--- config.mk ---
export PLATFORM = sky130hd
export DESIGN_NAME = seq_detect_ctrl
export DESIGN_NICKNAME = d
export VERILOG_FILES = /design/src/rtl/seq_det_pkg.sv /design/src/rtl/pattern_1001_det.sv /design/src/rtl/seq_detect_ctrl.sv
export SDC_FILE = /design/constraint.sdc
export NUM_CORES = 1
export LEC_CHECK = 0
export ABC_AREA = 1
export CAP_MARGIN = 20
export CORE_MARGIN = 2
export CORE_UTILIZATION = 55
export DETAILED_ROUTE_END_ITERATION = 10
export DONT_BUFFER_PORTS = 1
export PLACE_DENSITY = 0.68
export SYNTH_ARGS = -nofsm -noshare
export SYNTH_HDL_FRONTEND = slang
export SYNTH_HIERARCHICAL = 1
export SYNTH_SLANG_ARGS = --single-unit
--- constraint.sdc ---
create_clock -name clock -period 2.3 [get_ports clock]
set_input_delay 0.345 -clock clock [delete_from_list [all_inputs] [get_ports clock]]
set_output_delay 0.345 -clock clock [all_outputs]
set_load 0.05 [all_outputs]
--- src/rtl/seq_det_pkg.sv ---
// Shared encodings for the "1001" detector front-end: controller states,
// detector states and the detector transition function.
package seq_det_pkg;

    typedef enum logic [1:0] {
        IDLE   = 2'b00,
        SHIFT  = 2'b01,
        REPORT = 2'b10
    } ctrlState_e;

    typedef enum logic [2:0] {
        S0 = 3'b000,
        S1 = 3'b001,
        S2 = 3'b010,
        S3 = 3'b011,
        S4 = 3'b100
    } detState_e;

    // Moore "1001" with overlap; any unused code behaves as S0.
    function automatic detState_e detStep(input detState_e s, input logic b);
        case (s)
            S0:      return b ? S1 : S0;
            S1:      return b ? S1 : S2;
            S2:      return b ? S1 : S3;
            S3:      return b ? S4 : S0;
            S4:      return b ? S1 : S2;
            default: return b ? S1 : S0;
        endcase
    endfunction

endpackage

--- src/rtl/pattern_1001_det.sv ---
// Serial Moore detector for "1001": advances only when bit_en is high, z=1 in S4.
// clr forces S0 and takes priority over bit_en.
module pattern_1001_det
    import seq_det_pkg::*;
(
    input  logic clock,
    input  logic reset,
    input  logic bit_en,
    input  logic bit_in,
    input  logic clr,
    output logic z,
    output logic next_is_match
);

    detState_e stateReg;
    detState_e stateNext;

    always_comb begin
        stateNext = stateReg;
        if (clr)
            stateNext = S0;
        else if (bit_en)
            stateNext = detStep(stateReg, bit_in);
    end

    always_ff @(posedge clock or posedge reset) begin
        if (reset)
            stateReg <= S0;
        else
            stateReg <= stateNext;
    end

    assign z             = (stateReg == S4);
    assign next_is_match = bit_en && !clr && (stateNext == S4);

endmodule

--- src/rtl/seq_detect_ctrl.sv ---
// Word-to-bit front-end for the "1001" detector: serializes MSB-first, counts matches per
// word and reports the count over valid/ready. Optional irq/irq_clr when SEQ_DET_IRQ_EN is defined.
module seq_detect_ctrl
    import seq_det_pkg::*;
#(
    parameter  int DATA_W = 8,
    localparam int CNT_W  = $clog2(DATA_W + 1)
) (
    input  logic              clock,
    input  logic              reset,
    input  logic [DATA_W-1:0] in_data,
    input  logic              in_valid,
    output logic              in_ready,
    input  logic              flush,
    output logic [CNT_W-1:0]  out_count,
    output logic              out_valid,
    input  logic              out_ready,
    output logic              busy,
`ifdef SEQ_DET_IRQ_EN
    output logic              irq,
    input  logic              irq_clr,
`endif
    output logic              match_pulse
);

    localparam int IDX_W = $clog2(DATA_W);
    localparam logic [IDX_W-1:0] LAST_IDX = IDX_W'(DATA_W - 1);

    ctrlState_e        ctrlReg;
    ctrlState_e        ctrlNext;
    logic [DATA_W-1:0] wordReg;
    logic [IDX_W-1:0]  idxReg;
    logic [CNT_W-1:0]  countReg;
    logic              stepReg;
    logic              bitEn;
    logic              bitIn;
    logic              detClr;
    logic              detZ;
    logic              detMatch;

    always_comb begin
        ctrlNext = ctrlReg;
        bitEn    = 1'b0;
        detClr   = 1'b0;
        case (ctrlReg)
            IDLE: begin
                detClr = flush;
                if (in_valid)
                    ctrlNext = SHIFT;
            end
            SHIFT: begin
                bitEn = 1'b1;
                if (idxReg == LAST_IDX)
                    ctrlNext = REPORT;
            end
            REPORT: begin
                if (out_ready)
                    ctrlNext = IDLE;
            end
            default: ctrlNext = IDLE;
        endcase
    end

    assign bitIn = wordReg[LAST_IDX - idxReg];

    pattern_1001_det u_det (
        .clock         (clock),
        .reset         (reset),
        .bit_en        (bitEn),
        .bit_in        (bitIn),
        .clr           (detClr),
        .z             (detZ),
        .next_is_match (detMatch)
    );

    always_ff @(posedge clock or posedge reset) begin
        if (reset) begin
            ctrlReg  <= IDLE;
            wordReg  <= '0;
            idxReg   <= '0;
            countReg <= '0;
            stepReg  <= 1'b0;
        end else begin
            ctrlReg <= ctrlNext;
            stepReg <= bitEn;
            if (ctrlReg == IDLE && in_valid) begin
                wordReg  <= in_data;
                idxReg   <= '0;
                countReg <= '0;
            end else if (ctrlReg == SHIFT) begin
                idxReg <= idxReg + IDX_W'(1);
                if (detMatch)
                    countReg <= countReg + CNT_W'(1);
            end
        end
    end

    // Detector sits in S4 exactly when the bit stepped on the previous edge completed a match.
    assign match_pulse = detZ && stepReg;
    assign in_ready    = (ctrlReg == IDLE);
    assign out_valid   = (ctrlReg == REPORT);
    assign busy        = (ctrlReg == SHIFT) || (ctrlReg == REPORT);
    assign out_count   = countReg;

`ifdef SEQ_DET_IRQ_EN
    logic irqReg;

    always_ff @(posedge clock or posedge reset) begin
        if (reset)
            irqReg <= 1'b0;
        else if (match_pulse)
            irqReg <= 1'b1;
        else if (irq_clr)
            irqReg <= 1'b0;
    end

    assign irq = irqReg;
`endif

endmodule

* Yosys cells after proc, flatten, opt, wreduce, memory -nomap -nowiden
Index checks and enable logic that the tools add are counted.
Storage, ports and cells: register bits after elaboration 21, logic and storage cells 53
Operators by class: add/subtract/negate cells 3, magnitude comparators 1, eq/ne operators 11, muxes and demuxes 20, reductions and logical operators 12
Operators by type and width (count):
- two-way mux 3 bit | 5
- two-way mux 4 bit | 3
- two-way mux 2 bit | 5
- equality test 3 bit, second input constant | 3
- case mux 3 bit (3 select lines) | 1
- equality test 3 x 2 -> 1 bit, second input constant | 2
- case mux 2 bit (3 select lines) | 1
- adder 4 x 1 -> 4 bit, second input constant | 1
- logical AND 1 bit | 4
- < comparator 3 x 4 -> 1 bit, second input constant | 1
- two-way mux 1 bit | 4
- inequality test 2 bit, second input constant | 2
- nonzero test 2 bit | 2
- adder 3 x 1 -> 3 bit, second input constant | 1
- binary-select mux 1 bit (select 3 bit) | 1
- equality test 3 x 1 -> 1 bit, second input constant | 1
- AND reduction 3 bit | 1
- subtractor 3 bit, first input constant | 1
- equality test 2 x 1 -> 1 bit, second input constant | 1
- equality test 2 bit, second input constant | 1
- zero test 2 bit | 1
- inequality test 2 x 1 -> 1 bit, second input constant | 1
- AND reduction 2 bit | 1
- OR reduction 2 bit | 1
- 2 further kinds | 2

* Longest topological paths before layout
Gate-level depths: netlist (run 1).
word-level depth 12, mapped depth 17, gate-level depth less buffers 17

* Cells and area by module
The synthesis (run 1) kept the hierarchy.
By module, submodules not included:
- seq_detect_ctrl | times used 1, cells an instance 118, area an instance 952.2 um^2
- pattern_1001_det | times used 1, cells an instance 28, area an instance 192.7 um^2

* Worst setup path before layout (run 1)
Ideal clock, no wire load.
path kind reg2reg, from reg ctrlReg[0], to reg countReg[3] (netlist: out_count[3]), setup time 0.121 ns, data arrival time 1.846 ns, required time 2.179 ns, setup slack 0.333 ns, cell stages (with the launch flop) 14, clock period less this slack 1.967 ns, cells stage by stage dfrtp_1 inv_1 ha_1 nand2_1 inv_1 nor2_1 o21ai_1 nor2_2 nand2_1 inv_1 nand2_2 nand2_1 a21oi_1 nor2_1
Between the ends: elaborated cells between the ends (all ways) 15
RTL lines:
- start: declaration | RTL line seq_detect_ctrl.sv:29 | ctrlState_e ctrlReg;
- start signal: assignment | RTL line seq_detect_ctrl.sv:84 | ctrlReg <= ctrlNext;
- zero test 2 bit
- named net in_ready | RTL line seq_detect_ctrl.sv:13 | output logic in_ready,
- two-way mux 1 bit | RTL line seq_detect_ctrl.sv:45 | case (ctrlReg)
- named net detClr | RTL line seq_detect_ctrl.sv:37 | logic detClr;
- two-way mux 3 bit | RTL line pattern_1001_det.sv:20 | if (clr)
- named net u_det.stateNext[2] | RTL line pattern_1001_det.sv:16 | detState_e stateNext;
- equality test 3 bit | RTL line pattern_1001_det.sv:34 | assign next_is_match = bit_en && !clr && (stateNext == S4);
- logical AND 1 bit | RTL line pattern_1001_det.sv:34
- named net detMatch | RTL line seq_detect_ctrl.sv:39 | logic detMatch;
- nonzero test 2 bit (no source line)
- AND reduction 2 bit (no source line)
- end signal: assignment | RTL line seq_detect_ctrl.sv:93 | countReg <= countReg + CNT_W'(1);
- end: declaration | RTL line seq_detect_ctrl.sv:33 | logic [CNT_W-1:0] countReg;
The timed path passes the listed nets, and every way through them passes these cells. A chain may end at the register's enable or synchronous reset.

* Worst setup path in the final report (run 1)
from reg idxReg[0], to reg countReg[3] (netlist: out_count[3])
Between the ends: cells in the longest elaborated chain, start to end 11, elaborated cells between the ends (all ways) 14
Ends and longest elaborated chain:
- start: declaration | RTL line seq_detect_ctrl.sv:32 | logic [IDX_W-1:0] idxReg;
- start signal: assignment | RTL line seq_detect_ctrl.sv:91 | idxReg <= idxReg + IDX_W'(1);
- subtractor 3 bit | RTL line seq_detect_ctrl.sv:64 | assign bitIn = wordReg[LAST_IDX - idxReg];
- binary-select mux 1 bit (select 3 bit) | RTL line seq_detect_ctrl.sv:64
- two-way mux 1 bit (implied by the code) | RTL line seq_detect_ctrl.sv:64
- named net bitIn | RTL line seq_detect_ctrl.sv:36 | logic bitIn;
- two-way mux 3 bit | RTL line seq_det_pkg.sv:25 | S3: return b ? S4 : S0;
- case mux 3 bit (3 select lines) | RTL line seq_det_pkg.sv:21 | case (s)
- two-way mux 3 bit | RTL line pattern_1001_det.sv:22 | else if (bit_en)
- two-way mux 3 bit | RTL line pattern_1001_det.sv:20
- named net u_det.stateNext[2] | RTL line pattern_1001_det.sv:16
- equality test 3 bit | RTL line pattern_1001_det.sv:34
- logical AND 1 bit | RTL line pattern_1001_det.sv:34
- named net detMatch | RTL line seq_detect_ctrl.sv:39
- nonzero test 2 bit (no source line)
- AND reduction 2 bit (no source line)
The timed path passes the listed nets, and every way through them passes these cells. The select of a mux whose other input is x is not followed.

==> impl_results.md, run 1 <==
- Placer Congestion: 0.759
- Die Ht: just under 50 microns
- Largest net degree at the start of global routing: 19
- CP Launch Type: flip-flop
- Yosys top cell area share: 45.9%
- Clk_skew: 0.574 ps
- Ant. Diodes: 0
- CTS clk-pin slew, worst paths: 110 ps
- CTS tree: yes
- Max Fanout on Critical Path: 6
- Synth-to-Final Area Change: 6.45%
- Initial antenna violation count: 0
- First-pass GRT wire length: 3.28 mm
- FILL cells: 191
- Detailed placement HPWL: about 1.5 mm
- Fin Setup TNS: 0 ps
- Rel. slew slack: 56.5%
- Share of layout cells above drive strength 1: under 10%
- Starting density of the core: 58.4%
- Synth warnings: 6
- Max Cap Viol: 0
- Slew of the pin with the lowest slew margin: between 600 and 700 ps
- Port Buffers: 0
- Required @ worst endpoint: 2500 ps
- Peak Freq: 531 MHz
- Full die area: 2460 sq um
- Number of I/O pins: 21
- Critical path arrival: 2080 ps
- Post-synth EDFFs: 0
- Via count: 914
- Tightest Hold Check Type: input port to asynchronous set/reset pin
- Post-synthesis sequential area ratio: roughly 46%
- Final hold viol count: 0
- Top FF cell, synth: dfrtp_1
- Post-CTS setup repair buffer count: 0
- DRC Markers: 0
- Synth async-reset ratio: 100%
- Avg Cell Area, Syn: 7.84 sq um
- Critical path class: flip-flop to flip-flop
- RSZ-0062 raised after global routing: false
- Clk_lat worst skew: ~300 ps
- Pwr Density: 1310 nW/um^2
- Root buffer cell: clkbuf_4
- CTS max path bufs: 2
- Status: finished, final reports clean
- FP Rows: 16
- Max rail drop VDD: 0.981 mV
- Slew Limit Fails: 0
- Final setup viols: 0
- Mapped Nets: 166
- Vias in the first global route: 793
- DR WL/cell: 10.7 microns
- Leakage power: 0.665 nW
- Wirelength, routed: 1.92 mm
- Vias per inst: a little over 5
- Total CTS buffers: 3
- Core area: 1960 sq um
- CP endpoint kind: flip-flop
- DRT iter0 DRCs: 11
- Mapped Cells: 146
- Length of the first detailed-routing pass in iterations: 4
- WHS: 7.89 ps
- Most common cell in the synthesized netlist: nand2_1
- H-tree depth: 1
- Commonest cells in the netlist: nand2_1, inv_1, dfrtp_1, nand3_1, o21ai_1
- Largest cells by area after synthesis: dfrtp_1, nand2_1, inv_1
- GRT Total Usage: 17.3%
- Flops & latches, synth: 21
- Synth area leader: dfrtp_1
- Synthesized cell area: 1140 sq um
- Distinct cells, synth: 20
- Die W: 49.6 microns
- Fin crit period: roughly 1900 ps
- Gr ovfl total: 0
- Final worst path period share: 81.8%
- # nets final: 173
- Clock sinks: 21
- Final antenna-violating net count: 0
## per-layer routing
layer	GRT usage [%]	wire length [microns]	vias to the layer above
met3	3.64	83	4
li1	-	-	464
met2	30.0	959	28
met5	0	0	-
met1	21.5	853	418
met4	5.56	23	0
## worst max-delay path, cell delays in order, from the launching register on
cell	delay, ps
dfrtp_1	450
inv_1	180
nand2_1	70
nand3_1	70
nand2_1	60
nand2_1	50
nand2_1	70
nor2_2	130
nor2_1	50
o21ai_1	90
nor2_2	50
nand2_1	50
inv_1	40
nand2_2	100
nand2_1	100
a21oi_1	150
nor2_1	70
## per-stage QoR
stage / area [sq um] / power [mW] / std cells / utilization (%) / worst slack, ps
final: 1220 / 1.60 / 179 / 62.1 / 418
after floorplan: 1140 / 1.29 / 146 / - / 333
after detailed placement: 1180 / 1.43 / 174 / 60.3 / 468
after CTS: 1220 / 1.61 / 179 / 62.1 / 447
after global routing: 1220 / 1.74 / 179 / 62.1 / 222
after global placement: 1180 / 1.40 / 174 / 60.3 / 499
## cell type report
class | instances | area (sq um) | area share [%]
flip-flops and latches | 21 | 526 | 43.1
multi-input cells | 92 | 485 | 39.8
inverters | 32 | 123 | 10.1
well taps | 27 | 33.8 | 2.77
clock buffers | 4 | 26.3 | 2.16
repair buffers | 3 | 25.0 | 2.05
## sequential cells by signal (all words and copies together) (netlist names)
signal,count
ctrlReg,2
idxReg,3
out_count,4
stepReg,1
u_det/stateReg,3
wordReg,8
## kinds of logic (layout without fill, tap and decap cells)
| group | Yosys count | after routing | share of synthesized area, % |
|---|---|---|---|
| AOI/OAI and AO/OA | 20 | 20 | 9.62 |
| xor gates and xnor gates | 1 | 1 | 0.765 |
| buffers and inverters | 33 | 39 | 11.7 |
| adders and majority gates | 7 | 7 | 7.65 |
| DFF | 21 | 21 | 45.9 |
| and+or+nand+nor | 64 | 64 | 24.4 |
## worst paths after layout
check,from,endpoint,slack (ps),cells after the start
setup / recovery,idxReg[0]$_DFFE_PP0P_,out_count[3]$_DFFE_PP0P_,420,16
hold / removal,reset,stepReg$_DFF_PP0_,8,1
setup reg to reg,idxReg[0]$_DFFE_PP0P_,out_count[3]$_DFFE_PP0P_,420,16
hold reg to reg,wordReg[1]$_DFFE_PP0P_,wordReg[1]$_DFFE_PP0P_,530,2
max in group asynchronous,reset,u_det/stateReg[2]$_DFF_PP0_,1830,2
min in group clock,in_data[1],wordReg[1]$_DFFE_PP0P_,170,2
## layout by cell type, fill, tap and decap left out, drive strengths merged, types with 2 or more instances in the layout
master,Yosys,routed
clkbuf,0,4
inv,32,32
nor3,2,2
nand2,43,43
o21ai,15,15
nor2,6,6
a21oi,3,3
dfrtp,21,21
nand3,13,13
ha,7,7
buf,1,2
## power by group
group,switching (mW),internal [mW],total [mW]
Sequential,0.121,0.506,0.627
Clock,0.107,0.0676,0.174
Combinational,0.544,0.254,0.798
## repair_timing
item	in CTS	in global routing
hold buffers	1	0
hold endpoints to repair	3	0
gates resized for setup	0	0
Note: power is estimated with default switching activity, not from simulation.
==> run 2: changes to the inputs <==
--- a/config.mk
+++ b/config.mk
@@ -11,7 +11,7 @@
 export CORE_UTILIZATION = 55
 export DETAILED_ROUTE_END_ITERATION = 10
 export DONT_BUFFER_PORTS = 1
-export PLACE_DENSITY = 0.68
+export PLACE_DENSITY = 0.71
 export SYNTH_ARGS = -nofsm -noshare
 export SYNTH_HDL_FRONTEND = slang
 export SYNTH_HIERARCHICAL = 1
==> constraint.sdc (replaced) <==
create_clock -name clock -period 1.7 [get_ports clock]
set_input_delay 0.255 -clock clock [delete_from_list [all_inputs] [get_ports clock]]
set_output_delay 0.255 -clock clock [all_outputs]
set_load 0.05 [all_outputs]
==> impl_results.md, run 2 (synthesized netlist as in run 1, its figures left out) <==
- Status: finished, violations left
- Share of layout cells above drive strength 1: 26.4% (+17 points)
- H-tree depth: 1 (unchanged)
- Pwr Density: 1770 nW/um^2 (+35%)
- Clock sinks: 21 (unchanged)
- Gr ovfl total: 0 (unchanged)
- Psw: 1.16 mW (+50%)
- Largest net degree at the start of global routing: 19 (unchanged)
- FF-to-FF path depth: 16 (unchanged)
- CP endpoint kind: flip-flop
- Biggest register: wordReg
- Final worst path period share: 104% (+23 points)
- Detailed placement HPWL: 1.63 mm (+5.3%)
- Gate power share: 57.4% (+7.5 points)
- Peak Freq: 564 MHz (+6.1%)
- Core area: 1960 sq um (unchanged)
- Final setup viols: 3 (+3)
- Max rail drop VDD: 1.21 mV (+24%)
- FP Rows: 16 (unchanged)
- PnR worst setup slack: -73.9 ps (-492 ps)
- Die W: 49.6 microns (unchanged)
- Fin crit period: 1770 ps (-108 ps)
- Max Fanout on Critical Path: 6 (unchanged)
- Failing checks: setup timing
- CTS clk-pin slew, worst paths: 120 ps (about the same)
- Slew of the pin with the lowest slew margin: 672 ps (+20.5 ps)
- Root buffer cell: clkbuf_4
- Rel. slew slack: 55.1% (-1.4 points)
- Final non-filler cell total: 190 (+6.1%)
- Internal Pwr Total: 1.30 mW (+57%)
- Total CTS buffers: 3 (unchanged)
- Placed cell count: 178 (+2.3%)
- Starting density of the core: 58.4% (unchanged)
- Number of I/O pins: 21 (unchanged)
- Commonest non-fill, non-tap cell in the layout: nand2_1
- Via count: 948 (+3.7%)
- First-pass GRT wire length: 3.80 mm (+16%)
- Critical path arrival: 2010 ps (-70 ps)
- DR WL/cell: 11.7 microns (+9.5%)
- Sw Ratio: 47.1% (-1.2 points)
- Tightest Hold Check Type: input port to flip-flop
- Required @ worst endpoint: 1940 ps (-560 ps)
- Wirelength, routed: 2.23 mm (+16%)
- CTS max path bufs: 2 (unchanged)
- Most frequent cells in the layout: nand2_1, inv_1, dfrtp_1, buf_4, nand3_1
- Synth-to-Final Area Change: 21.1%
- # nets final: 184 (+6.4%)
- Final hold viol count: 0 (unchanged)
- WHS: 67.2 ps (+59.4 ps)
- RSZ-0062 raised after global routing: true
- Final antenna-violating net count: 0 (unchanged)
- Clock share of power: 10.2% (-0.7 points)
- Max reg flops: 8 (unchanged)
- CP Launch Type: flip-flop
- Full die area: 2460 sq um (unchanged)
- Ant. Diodes: 0 (unchanged)
- DRC Markers: 0 (unchanged)
- Initial antenna violation count: 0 (unchanged)
- Die Ht: 49.6 microns (unchanged)
- Length of the first detailed-routing pass in iterations: 6 (+2)
- DRT iter0 DRCs: 16 (+5)
- GRT Total Usage: 20.2% (+2.9 points)
- Port Buffers: 0 (unchanged)
- Critical path class: flip-flop to flip-flop
- Max Cap Viol: 0 (unchanged)
- Vias in the first global route: 940 (+19%)
- Placer Congestion: 0.832 (+9.6%)
- Clk_skew: 5.11 ps (+4.54 ps)
- Slew Limit Fails: 0 (unchanged)
- Leakage power: 0.742 nW (+12%)
- CTS tree: yes
- Vias per inst: 4.99 (-2.3%)
- Clk_lat worst skew: 310 ps (about the same)
- Reg power frac: 32.5% (-6.7 points)
- Worst hold path stage count: 2
-- run 2: changes by cell type in the layout (fill, tap and decap cells not counted), moves of 2 or more --
cell	delta
nand2_2	+3
nand2_1	-5
nand3_1	-3
ha_1	-2
nand2_4	+2
nand3_2	+3
buf_4	+10
inv_1	-3
-- run 2: per-layer routing --
metal  vias to the layer above  global-route usage, %  share of wire (%)
met3                         5                   2.73                3.7
met4                         0                   8.33                1.9
met1                       441                   23.4                 43
met2                        17                   37.1                 51
met5                         -                      0                  0
li1                        485                      -                  -
-- run 2: cell type report --
| class | count | area (sq um) |
|---|---|---|
| well taps | 27 | 33.8 |
| multi-input cells | 92 | 559 |
| fillers | 164 | 576 |
| inverters | 32 | 129 |
| repair buffers | 14 | 111 |
| flip-flops and latches | 21 | 527 |
| clock buffers | 4 | 26.3 |
-- run 2: final timing paths --
check	endpoint	slack, ps	from
worst min-delay path	wordReg[1]$_DFFE_PP0P_	70	in_data[1]
worst max-delay path	out_count[2]$_DFFE_PP0P_	-70	idxReg[0]$_DFFE_PP0P_
max in group asynchronous	idxReg[0]$_DFFE_PP0P_	730	reset
min in group asynchronous	u_det/stateReg[0]$_DFF_PP0_	260	reset
worst max register to register	out_count[2]$_DFFE_PP0P_	-70	idxReg[0]$_DFFE_PP0P_
worst min register to register	wordReg[6]$_DFFE_PP0P_	540	wordReg[6]$_DFFE_PP0P_
-- run 2: critical path: stages (launching register included) --
cell	delay (ps)
dfrtp_2	470
inv_4	100
nand2_1	60
nand3_1	60
nand2_1	50
nand2_1	70
nand2_2	60
nor2_2	130
nor2_1	50
o21ai_1	90
nor2_2	50
nand2_1	70
inv_2	50
nand2_4	90
buf_6	110
nor3_4	30
nor3_2	160
-- run 2: timing repair --
item,4_1_cts,5_1_grt
gates resized for setup,5,16
endpoints found under the hold margin,21,0
hold buffers,1,0
endpoints found under the setup margin,4,5
pin swaps,9,7
buffers inserted,4,3
-- run 2: power groups by stage --
stage	Combinational [mW]	Sequential [mW]	Clock, mW
after global placement	1.19	0.794	0
after CTS	1.30	0.797	0.248
final	1.41	0.798	0.250
after detailed placement	1.23	0.809	0
after floorplan	0.983	0.835	0
after global routing	1.58	0.820	0.264
-- run 2: per-stage QoR --
stage	util, %	instance area [sq um]	TNS (ps)	power, mW	worst slack, ps
final	70.7	1390	-139	2.46	-73.9
after global routing	70.7	1390	-834	2.66	-251
after CTS	66.6	1310	-114	2.35	-59.7
after detailed placement	62.6	1230	-382	2.04	-179
after global placement	62.6	1230	-58.2	1.98	-48.1
after floorplan	-	1160	0	1.82	23.9
==> run 3: changes to the inputs <==
--- a/config.mk
+++ b/config.mk
@@ -12,6 +12,7 @@
 export DETAILED_ROUTE_END_ITERATION = 10
 export DONT_BUFFER_PORTS = 1
 export PLACE_DENSITY = 0.71
+export SETUP_SLACK_MARGIN = 0.1
 export SYNTH_ARGS = -nofsm -noshare
 export SYNTH_HDL_FRONTEND = slang
 export SYNTH_HIERARCHICAL = 1
==> impl_results.md, run 3 (synthesized netlist as in run 1, its figures left out) <==
- Fin crit period: 1830 ps (+57.5 ps)
- CTS clk-pin slew, worst paths: 120 ps (about the same)
- Fin Setup TNS: -332 ps (-193 ps)
- Peak Freq: 546 MHz (-3.1%)
- Slew Limit Fails: 0 (unchanged)
- Status: finished, violations left
- Failing checks: setup timing
- DR WL/cell: 11.7 microns (about the same)
- PnR worst setup slack: -131 ps (-57.5 ps)
- Area of the multi-input gates: 548 sq um (-2.0%)
- Initial antenna violation count: 0 (unchanged)
- Vias per inst: 4.94 (-0.94%)
- CTS tree: yes
- Final setup viols: 3 (unchanged)
- Final worst path period share: 108% (+3.4 points)
- Max reg flops: 8 (unchanged)
- Full die area: 2460 sq um (unchanged)
- FF-to-FF path depth: 17 (+1)
- Root buffer cell: clkbuf_4
- Max incr delay on CP: 440 ps (-30 ps)
- CP Launch Type: flip-flop
- FILL cells: 167 (+1.8%)
- Required @ worst endpoint: 1910 ps (-30 ps)
- DRC Markers: 0 (unchanged)
- Die W: 49.6 microns (unchanged)
- Share of layout cells above drive strength 1: 26.2% (-0.16 points)
- Clock sinks: 21 (unchanged)
- Critical path arrival: 2040 ps (+30 ps)
- Wirelength, routed: 2.24 mm (+0.49%)
- R2R Path End: out_count[3]$_DFFE_PP0P_
- Most used cell, CP: nand2_1
- DP Worst Slack: -107 ps (+72.5 ps)
- Ant. Diodes: 0 (unchanged)
- Length of the first detailed-routing pass in iterations: 4 (-2)
- RR Startpoint: idxReg[0]$_DFFE_PP0P_
- WHS: 66.0 ps (-1.25 ps)
- Worst hold path stage count: 2 (unchanged)
- Gr ovfl total: 0 (unchanged)
- Tot Pwr: 2.52 mW (+2.6%)
- Via count: 944 (-0.42%)
- Placer Congestion: 0.775 (-6.8%)
- CP endpoint kind: flip-flop
- FP Rows: 16 (unchanged)
- Die Ht: 49.6 microns (unchanged)
- Port Buffers: 0 (unchanged)
- First-pass GRT wire length: 3.69 mm (-2.7%)
- GRT Total Usage: 19.5% (-0.77 points)
- Final antenna-violating net count: 0 (unchanged)
- Worst Hold Path EP: wordReg[0]$_DFFE_PP0P_
- CTS max path bufs: 2 (unchanged)
- Clk_lat worst skew: 310 ps (about the same)
- Core area: 1960 sq um (unchanged)
- Pwr Density: 1830 nW/um^2 (+3.0%)
- Critical Path, Cell by Cell: inv_2 -> nand2_1 -> nand3_1 -> nand2_1 -> nand2_1 -> nand2_2 -> nor2_4 -> nor2_1 -> o21ai_1 -> nor2_2 -> nand2_1 -> inv_2 -> nand2_4 -> nand2_4 -> nand3_1 -> nand2_1 -> nor2_1
- # nets final: 185 (+0.54%)
- Leakage power: 0.729 nW (-1.8%)
- HP Start: in_data[0]
- Tightest Hold Check Type: input port to flip-flop
- H-tree depth: 1 (unchanged)
- Biggest register: wordReg
- Clk_skew: 4.89 ps (-0.216 ps)
- Crit-path slowest cell: dfrtp_2
- DRT iter0 DRCs: 23 (+7)
- Detailed placement HPWL: 1.54 mm (-5.3%)
- Vias in the first global route: 883 (-6.1%)
- Starting density of the core: 58.4% (unchanged)
- Rel. slew slack: 54.7% (-0.45 points)
- Largest net degree at the start of global routing: 19 (unchanged)
- FF/Latch Area: 527 sq um (unchanged)
- Slew of the pin with the lowest slew margin: 679 ps (+6.68 ps)
- Synth-to-Final Area Change: 20.7%
- Critical path class: flip-flop to flip-flop
- Internal reg-to-reg setup slack: -130 ps (-60 ps)
- Placed cell count: 178 (unchanged)
- Number of I/O pins: 21 (unchanged)
- Commonest non-fill, non-tap cell in the layout: nand2_1
- Total CTS buffers: 3 (unchanged)
- Max rail drop VDD: 1.72 mV (+42%)
- Final non-filler cell total: 191 (+0.53%)
- Max Fanout on Critical Path: 6 (unchanged)
- Most frequent cells in the layout: nand2_1, inv_1, dfrtp_1, buf_4, nand3_1
- RSZ-0062 raised after global routing: true
- Final hold viol count: 0 (unchanged)
- Max Cap Viol: 0 (unchanged)
==> run 3: cell types whose count changed in the layout (fill, tap and decap cells not counted), sizes merged <==
| cell | before | now |
|---|---|---|
| buf | 13 | 14 |
| clkbuf | 4 | 3 |
| clkinv | 0 | 1 |
==> run 3: cell type report <==
cell class / instances / share of cell area [%]
Clock inverter: 1 / 0.362
Inverter: 32 / 9.15
Tap cell: 27 / 2.45
Clock buffer: 3 / 1.63
Sequential cell: 21 / 38.1
Timing Repair Buffer: 15 / 8.61
Multi-Input combinational cell: 92 / 39.7
==> run 3: critical path: cells and delay by family (launching register included) <==
kind,cells,cell delay (ps)
buffers and inverters,2,140
DFF,1,440
and+or+nand+nor,14,1050
AOI/OAI and AO/OA,1,100
==> run 3: worst max path at each step <==
stage	start	endpoint	slack, ps	cells past startpoint
2_1_floorplan	ctrlReg[0]$_DFFE_PP0P_	out_count[3]$_DFFE_PP0P_	110	14
3_3_place_gp	idxReg[0]$_DFFE_PP0P_	out_count[3]$_DFFE_PP0P_	-50	17
3_5_place_dp	idxReg[0]$_DFFE_PP0P_	out_count[3]$_DFFE_PP0P_	-110	16
4_1_cts	idxReg[0]$_DFFE_PP0P_	out_count[3]$_DFFE_PP0P_	-50	16
5_1_grt	idxReg[0]$_DFFE_PP0P_	out_count[3]$_DFFE_PP0P_	-260	17
6_report	idxReg[0]$_DFFE_PP0P_	out_count[3]$_DFFE_PP0P_	-130	17
==> run 3: metrics by stage <==
stage                     cell area (sq um)  utilization, %
after floorplan                        1170               -
after global placement                 1240            63.3
after detailed placement               1240            63.3
after CTS                              1340            68.1
after global routing                   1380            70.4
final                                  1380            70.4
==> run 3: repair_timing <==
item	CTS	global route
setup buffers	6	4
endpoints found under the setup margin	5	6
pin swaps	6	4
hold buffers	1	0
gates resized for setup	4	8
hold endpoints to repair	21	0
==> run 3: layer usage <==
metal | GRT usage, % | vias to the layer above | routed length (microns)
li1 | - | 491 | -
met1 | 23.6 | 435 | 996
met2 | 34.4 | 16 | 1170
met3 | 3.94 | 2 | 54
met4 | 6.02 | 0 | 15
met5 | 0 | - | 0
==> run 3: power by group <==
part	total [mW]	switching, mW	internal [mW]
sequential	0.802	0.115	0.688
combinational	1.48	0.921	0.555
clock	0.246	0.158	0.0879
